[src/rtl/alu_sched.sv]
// +--------------------------------------------------------------------------+
// | alu_sched : request sequencer driving a 16-bit ALU; MUL as shift-and-add  |
// | Rev 1.0                                                                   |
// +--------------------------------------------------------------------------+
`default_nettype none

module alu_sched (
  input  logic        clk,
  input  logic        rst_n,
  input  logic        req_valid,
  output logic        req_ready,
  input  logic [3:0]  req_op,
  input  logic [15:0] req_a,
  input  logic [15:0] req_b,
  output logic        resp_valid,
  input  logic        resp_ready,
  output logic [15:0] resp_result,
  output logic        resp_zero,
  output logic        resp_neg,
  output logic        resp_err,
  output logic [15:0] alu_a,
  output logic [15:0] alu_b,
  output logic [3:0]  alu_op,
  input  logic [15:0] alu_result,
  input  logic        alu_zero,
  input  logic        alu_neg
);

  localparam logic [3:0] c_op_add = 4'd0;
  localparam logic [3:0] c_op_sll = 4'd4;
  localparam logic [3:0] c_op_max = 4'd5;
  localparam logic [3:0] c_op_mul = 4'b1000;

  typedef enum logic [1:0] {
    S_IDLE = 2'd0,
    S_EXEC = 2'd1,
    S_BIT  = 2'd2,
    S_DONE = 2'd3
  } state_t;

  state_t      r_state;
  state_t      w_next_state;
  logic [3:0]  r_op;
  logic [15:0] r_a;      // operand A; multiplicand during BIT
  logic [15:0] r_b;      // operand B; remaining multiplier during BIT
  logic [15:0] r_acc;
  logic        r_added;
  logic [15:0] r_resp_result;
  logic        r_resp_zero;
  logic        r_resp_neg;
  logic        r_resp_err;
  logic        w_add_step;
  logic        w_mul_last;

  assign w_add_step = r_b[0] & ~r_added;
  assign w_mul_last = ~w_add_step && (r_b[15:1] == 15'd0);

  assign req_ready   = (r_state == S_IDLE);
  assign resp_valid  = (r_state == S_DONE);
  assign resp_result = r_resp_result;
  assign resp_zero   = r_resp_zero;
  assign resp_neg    = r_resp_neg;
  assign resp_err    = r_resp_err;

  always_ff @(posedge clk or negedge rst_n) begin
    if (!rst_n) r_state <= S_IDLE;
    else        r_state <= w_next_state;
  end

  always_comb begin
    w_next_state = r_state;
    alu_a        = 16'd0;
    alu_b        = 16'd0;
    alu_op       = c_op_add;
    case (r_state)
      S_IDLE: begin
        if (req_valid) begin
          if (req_op <= c_op_max)                         w_next_state = S_EXEC;
          else if (req_op == c_op_mul && req_b != 16'd0)  w_next_state = S_BIT;
          else                                            w_next_state = S_DONE;
        end
      end
      S_EXEC: begin
        alu_a        = r_a;
        alu_b        = r_b;
        alu_op       = r_op;
        w_next_state = S_DONE;
      end
      S_BIT: begin
        if (w_add_step) begin
          alu_a  = r_acc;
          alu_b  = r_a;
          alu_op = c_op_add;
        end else begin
          alu_a  = r_a;
          alu_b  = 16'd1;
          alu_op = c_op_sll;
        end
        if (w_mul_last) w_next_state = S_DONE;
      end
      S_DONE: begin
        if (resp_ready) w_next_state = S_IDLE;
      end
      default: w_next_state = S_IDLE;
    endcase
  end

  always_ff @(posedge clk or negedge rst_n) begin
    if (!rst_n) begin
      r_op          <= 4'd0;
      r_a           <= 16'd0;
      r_b           <= 16'd0;
      r_acc         <= 16'd0;
      r_added       <= 1'b0;
      r_resp_result <= 16'd0;
      r_resp_zero   <= 1'b0;
      r_resp_neg    <= 1'b0;
      r_resp_err    <= 1'b0;
    end else begin
      case (r_state)
        S_IDLE: begin
          if (req_valid) begin
            r_op    <= req_op;
            r_a     <= req_a;
            r_b     <= req_b;
            r_acc   <= 16'd0;
            r_added <= 1'b0;
            // Requests that finish without touching the ALU load a zero result now
            if (req_op > c_op_max && (req_op != c_op_mul || req_b == 16'd0)) begin
              r_resp_result <= 16'd0;
              r_resp_zero   <= 1'b1;
              r_resp_neg    <= 1'b0;
              r_resp_err    <= (req_op != c_op_mul);
            end
          end
        end
        S_EXEC: begin
          r_resp_result <= alu_result;
          r_resp_zero   <= alu_zero;
          r_resp_neg    <= alu_neg;
          r_resp_err    <= 1'b0;
        end
        S_BIT: begin
          if (w_add_step) begin
            r_acc   <= alu_result;
            r_added <= 1'b1;
          end else begin
            r_a     <= alu_result;
            r_b     <= {1'b0, r_b[15:1]};
            r_added <= 1'b0;
            if (w_mul_last) begin
              r_resp_result <= r_acc;
              r_resp_zero   <= (r_acc == 16'd0);
              r_resp_neg    <= r_acc[15];
              r_resp_err    <= 1'b0;
            end
          end
        end
        default: ;
      endcase
    end
  end

endmodule

`default_nettype wire

[config.mk]
export PLATFORM = sky130hd
export DESIGN_NAME = alu_sched
export DESIGN_NICKNAME = d
export VERILOG_FILES = /design/src/rtl/alu_sched.sv
export SDC_FILE = /design/constraint.sdc
export NUM_CORES = 1
export LEC_CHECK = 0
export CAP_MARGIN = 25
export CORE_MARGIN = 1
export CORE_UTILIZATION = 30
export DETAILED_ROUTE_END_ITERATION = 8
export MAX_ROUTING_LAYER = met4
export PLACE_DENSITY_LB_ADDON = 0.08
export SETUP_SLACK_MARGIN = 0.15
export SLEW_MARGIN = 40
export SYNTH_ARGS = -nofsm -noshare
export SYNTH_HDL_FRONTEND = slang
export SYNTH_SLANG_ARGS = --single-unit
[constraint.sdc]
create_clock -name clk -period 2.2 [get_ports clk]
set_input_delay 0.22 -clock clk [delete_from_list [all_inputs] [get_ports clk]]
set_output_delay 0.22 -clock clk [all_outputs]
set_load 0.01 [all_outputs]
==> After elaboration in Yosys (flattened, before gate mapping) <==
Cells that the tools add are included.
{ "op_classes": {"add_sub_neg": 0, "mul": 0, "div": 0, "order_cmp": 2, "eq_ne": 11, "shift": 0, "mux": 44, "bitwise": 3, "reduce_logical": 17} }
{ "ops": {"columns": ["cell", "count"], "rows": [
  ["two-way mux 16 bit", 12],
  ["one-hot mux 16 bit (2 select lines)", 5],
  ["one-hot mux 16 bit (3 select lines)", 1],
  ["logical NOT 16 bit", 2],
  ["nonzero test 16 bit", 1],
  ["logical NOT 15 bit", 1],
  ["two-way mux 1 bit", 15],
  ["one-hot mux 1 bit (3 select lines)", 3],
  ["AND reduction 3 bit", 3],
  ["two-way mux 2 bit", 4],
  ["inequality test 2 bit, second input constant", 4],
  ["one-hot mux 2 bit (4 select lines)", 1],
  ["one-hot mux 4 bit (2 select lines)", 1],
  ["AND reduction 5 bit", 1],
  ["equality test 2 bit, second input constant", 2],
  ["equality test 4 bit, second input constant", 1],
  ["> comparator 4 x 3 -> 1 bit, second input constant", 1],
  ["less-or-equal comparator 4 x 3 -> 1 bit, second input constant", 1],
  ["inequality test 2 x 1 -> 1 bit, second input constant", 2],
  ["inequality test 4 bit, second input constant", 1],
  ["AND reduction 2 bit", 2],
  ["logical AND 1 bit", 3],
  ["two-way mux 3 bit", 1],
  ["nonzero test 3 bit", 1],
  ["7 further kinds", 8]
]} }
{ "word_totals": {"regBits": 74, "latchBits": 0, "ram_bits": 0, "mem_bits_ro": 0, "input_bits": 58, "output_inout_bits": 57, "wordCells": 87, "n_memories": 0} }

==> Longest topological paths before layout <==
{ "depth": {"word_depth": 7, "depth_mapped": 9, "ltp_nobuf": 7} }

==> Least setup slack after synthesis <==
Ideal clock, no wire load.
{ "synth_path": {"kind": "register to register", "from": "register r_state[0]", "to": "register r_resp_err (netlist: resp_err)", "setup_time_ns": 0.125, "arrival_time_ns": 2.291, "required_ns": 2.075, "slack_ns": -0.216, "path_stages_with_launch": 9, "path_buffers": 1, "period_less_slack_ns": 2.416, "cell_sequence": "dfrtp_1 inv_1 ha_1 nand2b_1 nand3_1 a2bb2oi_1 a2111oi_4 buf_6 mux2_2"} }
{ "synth_via": {"elab_chain_len": 3, "elab_cells_between_ends": 10, "cone_classes": "6 x eq/ne; 1 x mux; 3 x reduce/logical"} }
{ "synth_lines": {"columns": ["element", "line", "rtl"], "rows": [
  ["from (decl)", "41", "state_t r_state;"],
  ["from (signal assigned)", "67", "else r_state <= w_next_state;"],
  ["logical NOT 2 bit (*)", null, null],
  ["net req_ready", "11", "output logic req_ready,"],
  ["inequality test 2 x 1 -> 1 bit (no line), or another cell as far along", null, null],
  ["AND reduction 5 bit (no line)", null, null],
  ["to (signal assigned)", "133", "r_resp_err <= (req_op != c_op_mul);"],
  ["to (decl)", "51", "logic r_resp_err;"]
]} }
The timed path passes the listed nets; every way through them passes the cells marked *.
A chain may end at the register's enable or synchronous reset.

==> Worst setup path in the final report <==
{ "layout_path": {"from": "register r_b[7]", "to": "register r_resp_result[15] (netlist: resp_result[15])"} }
{ "layout_via": {"elab_chain_len": 4} }
{ "layout_lines": {"columns": ["element", "line", "rtl"], "rows": [
  ["from (decl)", "45", "logic [15:0] r_b;"],
  ["from (signal assigned)", "125", "r_b <= req_b;"],
  ["from (signal assigned)", "149", "r_b <= {1'b0, r_b[15:1]};"],
  ["logical NOT 15 bit", "56", "assign w_mul_last = ~w_add_step && (r_b[15:1] == 15'd0);"],
  ["logical AND 1 bit", "56", null],
  ["inequality test 2 bit (no line)", null, null],
  ["AND reduction 5 bit (no line)", null, null],
  ["to (signal assigned)", "138", "r_resp_result <= alu_result;"],
  ["to (signal assigned)", "152", "r_resp_result <= r_acc;"],
  ["to (decl)", "48", "logic [15:0] r_resp_result;"]
]} }
No other way between the ends.

==> results.cfg <==
[run_status]
status = finished with violations
violations = negative setup slack

[floorplan]
die_w_um = 115
core-area_sq_um = 12200
die_y_um = 115
start_util_pct = 31.3
num_io_pins = 115
fp-row-count = 40
die_area_sq_um = 13200

[finish]
area_growth_pct = 61.9
diodes = 0
layout.nets = 611
final_common_cell = dfrtp_1
drive_above_1_share_pct = 30.9
nFillCells = 1144
final_cell_mix = dfrtp_1, clkdlybuf4s50_1, nand2_1
finalNonFillerCells = 721
seqCellArea_sq_um = 1850
multiInputGateArea_sq_um = 2050

[clock_network]
cts_tree = done
cts_root_buf = clkbuf_16
clk_pin_slew_ps = 60
cts_sinks = 74
numCtsBuffers = 9
cts.htree.levels = 3
worstSkewPairLatency_ps = 330
clock_path_buffers = 2

[global_route]
grt_first_pass_wirelength_um = 20300
antenna_found_initial = 0
grt_usage_pct = 21.3
grt_max_degree = 47
grt_pass1_vias = 3643
gr-total-overflow = 0

[worst_setup_path]
start_kind = flop
r2r_slack_ps = -20
crit_fanout = 5
cp-end-kind = flop
critPathBufInv = 3
required_ps = 2420
cp_top_family = simple AND/OR/NAND/NOR gates
critPathArrivalTime_ps = 2440
critPathSlowestCell = dfrtp_1
crit_chain = nor4_1 -> nand3_1 -> a2bb2oi_4 -> a2111oi_4 -> buf_4 -> buf_6 -> clkbuf_16 -> mux2_4
path_class = flop to flop
slowest_delay_ps = 420

[pwr]
p_seq_share_pct = 25.2
p_int_w = 0.00557
clockPowerShare_pct = 14.9
switchingPower_w = 0.00367
power.leakage_nw = 2.84
peakVddDrop_mv = 0.670
power_w = 0.00924
power_density_nw_per_um2 = 1490
switching_share_pct = 39.7
comb_power_share_pct = 59.8

[logic_synthesis]
synth_nets = 443
synth_area_leaders = dfrtp_1, a22o_1, mux2_2
synth_top_cell_by_area = dfrtp_1
synthFlopType = dfrtp_1
async_flop_share_pct = 100
ys_seq_area_share_pct = 48.4
synth_cells = 380
netlist_area_sq_um = 3830
synth_edf_count = 0
syn_area_per_cell_sq_um = 10.1
yosys.area.top_type_share_pct = 48.4
ys_ff_latch = 74
yosys_warnings = 0
synthDistinctLibCells = 31

[detailed_routing]
wirelength_um = 13500
vias = 3602
dr.pass1.iters = 4
drtIter0Drc = 181
wl_per_cell_um = 18.7
drc = 0
viasPerCell = 5.00
ant_nets = 0

[timing]
fin_skew_ps = 9.74
rsz0062_at_grt = true
hold_viol = 0
slew_headroom_pct = 56.9
period_minus_slack_ps = 2220
maxSlewViolCount = 0
tightestPinTransition_ps = 646
worst_slack_ps = -17.7
fin_crit_sh_pct = 101
fmax_mhz = 451
setup_viol = 11

[place]
gp_congestion = 0.814
portBuffers = 114
place_hpwl_um = 9140
placed_cells_incl_taps = 670

[run]
drv_cap = 0

[worst_hold_path]
hold_class = input port to flop
-- registers in the layout, indices dropped and copies added, names as in the netlist --
signal,count
r_state,2
resp_neg,1
r_acc,16
resp_result,16
r_a,16
r_op,4
r_b,16
r_added,1
resp_zero,1
resp_err,1
-- synth_stat cells (2+ instances only) --
cell,number
a21oi_1,3
nor2_1,2
nor3_1,3
and2_1,2
clkbuf_1,21
buf_1,7
mux2i_1,15
nor2b_1,2
a21o_1,2
and3_1,4
nand3_1,3
mux2_2,25
nor4_1,9
nand4_1,2
inv_1,3
dfrtp_1,74
a22o_1,48
a21boi_0,18
ha_1,5
nand2b_1,3
nand2_1,70
o21ai_0,50
-- layout make-up --
type	instances	area share [%]
sequential	74	29.9
clock buffer	11	3.92
clock inverter	5	0.646
tap	168	3.39
multi-input combinational	273	33.0
inverter	4	0.263
timing repair buffer	186	28.9
-- power groups by stage --
| stage | logic, W | registers, W | clock network, W |
|---|---|---|---|
| CTS | 0.00515 | 0.00233 | 0.00142 |
| global route | 0.00597 | 0.00239 | 0.00147 |
| global placement | 0.00434 | 0.00233 | 0 |
| detailed placement | 0.00438 | 0.00233 | 0 |
| floorplan | 0.00253 | 0.00221 | 0 |
| finish | 0.00553 | 0.00233 | 0.00138 |
-- per-layer routing --
layer	vias to the layer above	track usage, %	share of wire [%]
met5	-	-	0
met4	0	5.97	0.94
met3	11	4.06	4.6
met2	112	33.1	46
met1	1756	28.3	48
li1	1723	-	-
-- worst paths after layout --
path | start | end | depth (start not counted)
min in group asynchronous | rst_n | r_b[10]$_DFFE_PN0P_ | 2
min | req_b[1] | r_b[1]$_DFFE_PN0P_ | 3
max reg2reg | r_b[7]$_DFFE_PN0P_ | resp_result[15]$_DFFE_PN0P_ | 8
max | r_b[7]$_DFFE_PN0P_ | resp_result[15]$_DFFE_PN0P_ | 8
min reg2reg | r_op[3]$_DFFE_PN0P_ | r_op[3]$_DFFE_PN0P_ | 1
max in group asynchronous | rst_n | resp_zero$_DFFE_PN0P_ | 3
-- stage by stage --
step	instance area, sq um	hold slack, ps	utilization, %	setup TNS, ps	setup WS, ps
2_1_floorplan	3870	-75.6	-	0	119
6_report	6190	268	50.7	-113	-17.7
5_1_grt	6190	311	50.7	-1890	-81.8
3_5_place_dp	5440	279	44.5	-6620	-308
4_1_cts	5990	365	49.0	0	2.75
3_3_place_gp	5440	282	44.5	-6660	-306
-- worst register-to-register path, delay by kind of cell (launching register included) --
family | cells | cell delay (ps)
AO/OA/AOI/OAI | 2 | 390
flip-flops | 1 | 420
buffers and inverters | 3 | 480
AND/OR/NAND/NOR | 2 | 520
multiplexers | 1 | 300
-- repair_timing --
action	4_1_cts	5_1_grt
pin swaps	26	12
setup endpoints to repair	56	98
hold buffers	1	0
setup buffers	20	7
cloned	5	2
endpoints found under the hold margin	44	0
gates resized for setup	172	31
-- logic make-up after synthesis --
kind of cell	Yosys count	share of synthesized area (%)
adders and majority gates	5	1.64
DFF	74	48.4
and+or+nand+nor	103	12.0
AOI/OAI and AO/OA	125	23.2
muxes	40	11.3
buffers and inverters	33	3.43
(Power assumes the default switching activity.)
